### src/rtl/store_unit_if.sv
// ============================================================================
// Module      : store_unit_if
// Description : Request and data-memory write bundle for store_unit.
// Revision    : 1.0
// ============================================================================
`default_nettype none

interface store_unit_if #(
   parameter int ADDR_W = 3
);
   logic              req_valid;
   logic              req_ready;
   logic [2:0]        funct3;
   logic [31:0]       base;
   logic [31:0]       offset;
   logic [31:0]       wdata;
   logic              mem_we;
   logic [ADDR_W-1:0] mem_addr;
   logic [7:0]        mem_wdata;
   logic              busy;
   logic              done;
   logic              err_misalign;

   modport master (
      output req_valid, funct3, base, offset, wdata,
      input  req_ready, mem_we, mem_addr, mem_wdata, busy, done, err_misalign
   );

   modport slave (
      input  req_valid, funct3, base, offset, wdata,
      output req_ready, mem_we, mem_addr, mem_wdata, busy, done, err_misalign
   );
endinterface

`default_nettype wire

### src/rtl/store_unit.sv
// ============================================================================
// Module      : store_unit
// Description : Byte-serial SB/SH/SW store unit; writes the selected bytes
//               little-endian into byte-wide data memory, one per cycle.
//               Optional macro STORE_ALIGN_CHECK_EN enables misalign faults.
// Revision    : 1.0
// ============================================================================
`default_nettype none

module store_unit #(
   parameter int ADDR_W = 3
) (
   input  logic          clk,
   input  logic          rst_n,
   store_unit_if.slave   bus
);

   typedef enum logic [0:0] {
      S_IDLE  = 1'b0,
      S_WRITE = 1'b1
   } state_t;

   state_t            r_state, w_state_nx;
   logic [1:0]        r_k, w_k_nx;
   logic [1:0]        r_last, w_last_nx;
   logic [ADDR_W-1:0] r_ea, w_ea_nx;
   logic [31:0]       r_data, w_data_nx;
   logic              r_wr, w_wr_nx;
   logic              r_we, w_we_nx;
   logic [ADDR_W-1:0] r_addr, w_addr_nx;
   logic [7:0]        r_byte, w_byte_nx;
   logic              r_done, w_done_nx;
   logic              r_err, w_err_nx;

   logic              w_on_last;
   logic              w_accept;
   logic [ADDR_W-1:0] w_ea_req;
   logic              w_f3_ok;
   logic              w_misalign;
   logic              w_write_req;
   logic [1:0]        w_last_req;
   logic [1:0]        w_k_inc;

   assign w_on_last     = (r_state == S_WRITE) && (r_k == r_last);
   assign bus.req_ready = rst_n && ((r_state == S_IDLE) || w_on_last);
   assign w_accept      = bus.req_valid && bus.req_ready;
   assign w_ea_req      = ADDR_W'(bus.base + bus.offset);
   assign w_f3_ok       = (bus.funct3 == 3'b000) || (bus.funct3 == 3'b001) ||
                          (bus.funct3 == 3'b010);

`ifdef STORE_ALIGN_CHECK_EN
   assign w_misalign = ((bus.funct3 == 3'b001) && w_ea_req[0]) ||
                       ((bus.funct3 == 3'b010) && (w_ea_req[1:0] != 2'b00));
`else
   assign w_misalign = 1'b0;
`endif

   assign w_write_req = w_f3_ok && !w_misalign;
   assign w_k_inc     = r_k + 2'd1;

   // Rejected requests (invalid or faulting) collapse to a single silent beat.
   always_comb begin
      w_last_req = 2'd0;
      if (w_write_req) begin
         case (bus.funct3)
            3'b001:  w_last_req = 2'd1;
            3'b010:  w_last_req = 2'd3;
            default: w_last_req = 2'd0;
         endcase
      end
   end

   always_ff @(posedge clk) begin
      if (!rst_n) begin
         r_state <= S_IDLE;
         r_k     <= 2'd0;
         r_last  <= 2'd0;
         r_ea    <= '0;
         r_data  <= 32'd0;
         r_wr    <= 1'b0;
         r_we    <= 1'b0;
         r_addr  <= '0;
         r_byte  <= 8'd0;
         r_done  <= 1'b0;
         r_err   <= 1'b0;
      end else begin
         r_state <= w_state_nx;
         r_k     <= w_k_nx;
         r_last  <= w_last_nx;
         r_ea    <= w_ea_nx;
         r_data  <= w_data_nx;
         r_wr    <= w_wr_nx;
         r_we    <= w_we_nx;
         r_addr  <= w_addr_nx;
         r_byte  <= w_byte_nx;
         r_done  <= w_done_nx;
         r_err   <= w_err_nx;
      end
   end

   // Output registers always hold the beat currently on the memory port.
   always_comb begin
      w_state_nx = r_state;
      w_k_nx     = r_k;
      w_last_nx  = r_last;
      w_ea_nx    = r_ea;
      w_data_nx  = r_data;
      w_wr_nx    = r_wr;
      w_we_nx    = 1'b0;
      w_addr_nx  = '0;
      w_byte_nx  = 8'd0;
      w_done_nx  = 1'b0;
      w_err_nx   = 1'b0;
      if (w_accept) begin
         w_state_nx = S_WRITE;
         w_k_nx     = 2'd0;
         w_last_nx  = w_last_req;
         w_ea_nx    = w_ea_req;
         w_data_nx  = bus.wdata;
         w_wr_nx    = w_write_req;
         w_we_nx    = w_write_req;
         w_addr_nx  = w_write_req ? w_ea_req : '0;
         w_byte_nx  = w_write_req ? bus.wdata[7:0] : 8'd0;
         w_done_nx  = (w_last_req == 2'd0);
         w_err_nx   = w_misalign;
      end else if (r_state == S_WRITE) begin
         if (w_on_last) begin
            w_state_nx = S_IDLE;
         end else begin
            w_k_nx    = w_k_inc;
            w_we_nx   = r_wr;
            w_addr_nx = r_ea + ADDR_W'(w_k_inc);
            w_byte_nx = r_data[{w_k_inc, 3'b000} +: 8];
            w_done_nx = (w_k_inc == r_last);
         end
      end
   end

   assign bus.mem_we       = r_we;
   assign bus.mem_addr     = r_addr;
   assign bus.mem_wdata    = r_byte;
   assign bus.done         = r_done;
   assign bus.err_misalign = r_err;
   assign bus.busy         = (r_state == S_WRITE);

endmodule

`default_nettype wire

### src/flat_wrapper.sv
// flat-port wrapper written by rule: the top's interface ports become plain ports
module store_unit_flat 
#(
   parameter int ADDR_W = 3
)
  (clk, rst_n, bus_req_valid, bus_funct3, bus_base, bus_offset, bus_wdata, bus_req_ready, bus_mem_we, bus_mem_addr, bus_mem_wdata, bus_busy, bus_done, bus_err_misalign);
  store_unit_if #(.ADDR_W(ADDR_W)) bus_i ();
  input  logic clk;
  input  logic rst_n;
  input wire logic [$bits(bus_i.req_valid)-1:0] bus_req_valid;
  input wire logic [$bits(bus_i.funct3)-1:0] bus_funct3;
  input wire logic [$bits(bus_i.base)-1:0] bus_base;
  input wire logic [$bits(bus_i.offset)-1:0] bus_offset;
  input wire logic [$bits(bus_i.wdata)-1:0] bus_wdata;
  output wire logic [$bits(bus_i.req_ready)-1:0] bus_req_ready;
  output wire logic [$bits(bus_i.mem_we)-1:0] bus_mem_we;
  output wire logic [$bits(bus_i.mem_addr)-1:0] bus_mem_addr;
  output wire logic [$bits(bus_i.mem_wdata)-1:0] bus_mem_wdata;
  output wire logic [$bits(bus_i.busy)-1:0] bus_busy;
  output wire logic [$bits(bus_i.done)-1:0] bus_done;
  output wire logic [$bits(bus_i.err_misalign)-1:0] bus_err_misalign;
  assign bus_i.req_valid = bus_req_valid;
  assign bus_i.funct3 = bus_funct3;
  assign bus_i.base = bus_base;
  assign bus_i.offset = bus_offset;
  assign bus_i.wdata = bus_wdata;
  assign bus_req_ready = bus_i.req_ready;
  assign bus_mem_we = bus_i.mem_we;
  assign bus_mem_addr = bus_i.mem_addr;
  assign bus_mem_wdata = bus_i.mem_wdata;
  assign bus_busy = bus_i.busy;
  assign bus_done = bus_i.done;
  assign bus_err_misalign = bus_i.err_misalign;
  store_unit #(.ADDR_W(ADDR_W)) u_core (.clk(clk), .rst_n(rst_n), .bus(bus_i));
endmodule
### config.mk
export PLATFORM = sky130hd
export DESIGN_NAME = store_unit_flat
export DESIGN_NICKNAME = d
export VERILOG_FILES = /design/src/rtl/store_unit_if.sv /design/src/rtl/store_unit.sv /design/src/flat_wrapper.sv
export SDC_FILE = /design/constraint.sdc
export NUM_CORES = 1
export LEC_CHECK = 0
export CAP_MARGIN = 10
export CORE_ASPECT_RATIO = 1.25
export CORE_MARGIN = 2
export CORE_UTILIZATION = 35
export CTS_BUF_LIST = sky130_fd_sc_hd__clkbuf_8 sky130_fd_sc_hd__clkbuf_16
export DETAILED_ROUTE_END_ITERATION = 10
export PLACE_DENSITY_LB_ADDON = 0.12
export SYNTH_ARGS = -nofsm -noshare
export SYNTH_HDL_FRONTEND = slang
export SYNTH_SLANG_ARGS = --single-unit
### constraint.sdc
create_clock -name clk -period 1.8 [get_ports clk]
set_input_delay 0.18 -clock clk [delete_from_list [all_inputs] [get_ports clk]]
set_output_delay 0.18 -clock clk [all_outputs]
set_load 0.01 [all_outputs]
==> results.yml <==
finish:
  area_growth_pct: 34.4
  fin_area_sq_mm: 0.00326
  n_fill_cell: 646
  final_cell_mix: "clkdlybuf4s50_1 (57), a21oi_1 (54), dfxtp_1 (53)"
  final_common_cell: "clkdlybuf4s50_1"
  drive_gt1_frac: 0.114
  n_antenna_cell: 0
  nNetsFinal: 438
setup_path:
  worst_setup_path_start_kind: "flip-flop"
  cp_top_family: "flip-flops"
  crit_path_end_kind: "primary output"
  crit_fanout: 4
  cpPeakStageDelay_ns: 0.37
  cp_slowest_cell: "dfxtp_1"
  worstSetupPathType: "flip-flop to primary output"
  critical_path_required_ns: 1.62
  arrival_ns: 1.53
  critPathBufInv: 1
  path_cells: "xor2_2 > o21a_4 > nor2_1 > dlygate4sd2_1"
floorplanning:
  ios: 118
  start_util: 0.365
  fp.dieW_um: 78.4
  num_rows: 33
  die-area_sq_mm: 0.00761
  core-area_sq_mm: 0.00665
  die_h_um: 97.0
global_routing:
  grt_util_all_layers: 0.178
  grt_pass1_wl_um: 10800
  gr-total-overflow: 0
  grt_max_degree: 53
  grt_pass1_vias: 2175
  antenna_found_initial: 0
timing:
  fmax_mhz: 586
  drv_slew: 0
  fin_worst_skew_ns: 0.00493
  rsz0062_at_grt: "no"
  finalHoldViolCount: 0
  fin_crit_sh: 0.948
  timing.final.crit_period_ns: 1.71
  setup_viol: 0
  hold_slack_ns: 0.424
cts:
  cts.clk_slew.worst_paths_ns: 0.10
  cts_hold_buf: 0
  postCtsSetupRepairBufs: 0
  clock_latency_ns: 0.30
  clkSinkCount: 54
  h-tree-depth: 2
  cts-root-buf: "clkbuf_8"
  cts_buffers: 5
  cts_tree: "done"
  clk_path_buf_depth: 2
synthesis:
  synth-async-reset-ratio: 0
  ys_warn_count: 0
  synth_edf_count: 0
  syn_area_per_cell_sq_um: 8.75
  netlist_instances: 277
  ys_seq_area_frac: 0.446
  ys_ff_latch: 54
  syn-cell-area_sq_mm: 0.00242
  netlist-cell-type-count: 31
  synthFlopType: "dfxtp_1"
  syn_nets: 383
worst_hold_path:
  min_path_type: "input port to flip-flop"
routing:
  route.detailed.drc: 0
  drtIter0Drc: 111
  wl_per_cell_um: 15.4
  vias_per_cell: 5.28
  final_antenna_net_count: 0
  dr.pass1.iters: 4
  wl_um: 6470
  num_vias: 2218
power_and_ir_drop:
  power_density_mw_per_mm2: 737
  power_leakage_nw: 1.16
  peakVddDrop_uv: 391
place:
  dpl_cell_area_sq_mm: 0.00316
  port_buffers: 58
  dp_hpwl_um: 4370
  place_congestion: 0.746
job:
  drv_cap: 0
outcome:
  outcome: "finished, final reports clean"
state kept, by name, summed over array words and instances, names as in the netlist:
| register | cells |
|---|---|
| u_core.r_k | 2 |
| u_core.r_wr | 1 |
| u_core.bus.mem_we | 1 |
| u_core.r_last | 2 |
| u_core.bus.mem_addr | 3 |
| u_core.bus.busy | 1 |
| u_core.bus.done | 1 |
| u_core.bus.mem_wdata | 8 |
| u_core.r_ea | 3 |
| u_core.r_data | 32 |
synth_stat cells (2+ instances only):
master,instances,area [sq um]
a21oi_1,54,270
dfxtp_1,54,1080
nand3_1,47,235
o21ai_1,37,185
nand2_1,15,56.3
clkbuf_1,11,41.3
buf_2,9,45.0
mux4_2,7,158
buf_4,5,37.5
nor2_1,4,15.0
xnor2_1,4,35.0
buf_1,3,11.3
o21ai_0,3,15.0
a211oi_1,2,15.0
fa_1,2,40.0
ha_1,2,25.0
inv_1,2,7.51
nor3b_1,2,15.0
xor2_1,2,17.5
cell families (layout without fill, tap and decap cells):
logic type,Yosys count,in the layout,share of synthesized area
AOI/OAI and AO/OA,101,101,0.220
buffers and inverters,31,87,0.0604
DFF,54,54,0.446
xor gates and xnor gates,7,7,0.0284
adders and majority gates,4,4,0.0268
muxes,8,8,0.0759
other,1,1,0.00155
and+or+nand+nor,71,71,0.140
metrics by stage:
stage               power, W  setup TNS, ns  setup slack, ns  std cells   util
floorplan            0.00152              0           0.0579        277      -
global placement     0.00172         -0.188           -0.136        412  0.475
detailed placement   0.00172         -0.202           -0.154        412  0.475
CTS                  0.00242              0           0.0392        420  0.489
global route         0.00250              0          0.00892        420  0.490
finish               0.00240              0           0.0928        420  0.490
routing by layer:
layer / vias to the layer above / wire [um] / track usage
met4: 0 / 195 / 0.0729
met1: 1054 / 2920 / 0.233
met5: - / 0 / 0
li1: 1095 / - / -
met2: 55 / 3110 / 0.290
met3: 14 / 240 / 0.0317
timing repair:
| item | CTS | global route |
|---|---|---|
| setup endpoints to repair | 1 | 1 |
| hold endpoints to repair | 0 | 0 |
| gates resized for setup | 1 | 2 |
final timing paths:
check                start                      to  slack, ns  cells after the start
min reg2reg    u_core.r_wr       u_core.bus.mem_we       0.47                      2
min          bus_wdata[23]       u_core.r_data[23]       0.42                      3
max          u_core.r_k[0]           bus_req_ready       0.09                      4
max reg2reg  u_core.r_k[0]  u_core.bus.mem_addr[2]       0.18                      5
worst reg2reg max path: stages (launching register included):
cell and delay [ns]:
dfxtp_1 0.44, inv_1 0.15, ha_1 0.23, fa_1 0.38, xnor2_1 0.13, a211oi_1 0.23
power breakdown:
part	internal (W)	switching, W
Sequential	0.00126	0.0000312
Clock	0.000306	0.000400
Combinational	0.000217	0.000188
Total	0.00178	0.000619
layout make-up:
type                            count  area, sq um  area share
Multi-Input combinational cell    192         1210       0.372
Sequential cell                    54         1080       0.332
Timing Repair Buffer               76          752       0.231
Tap cell                           87          109      0.0334
Clock buffer                        6         82.6      0.0254
Inverter                            3         11.3     0.00346
Clock inverter                      2         8.76     0.00269
(Power assumes the default switching activity.)
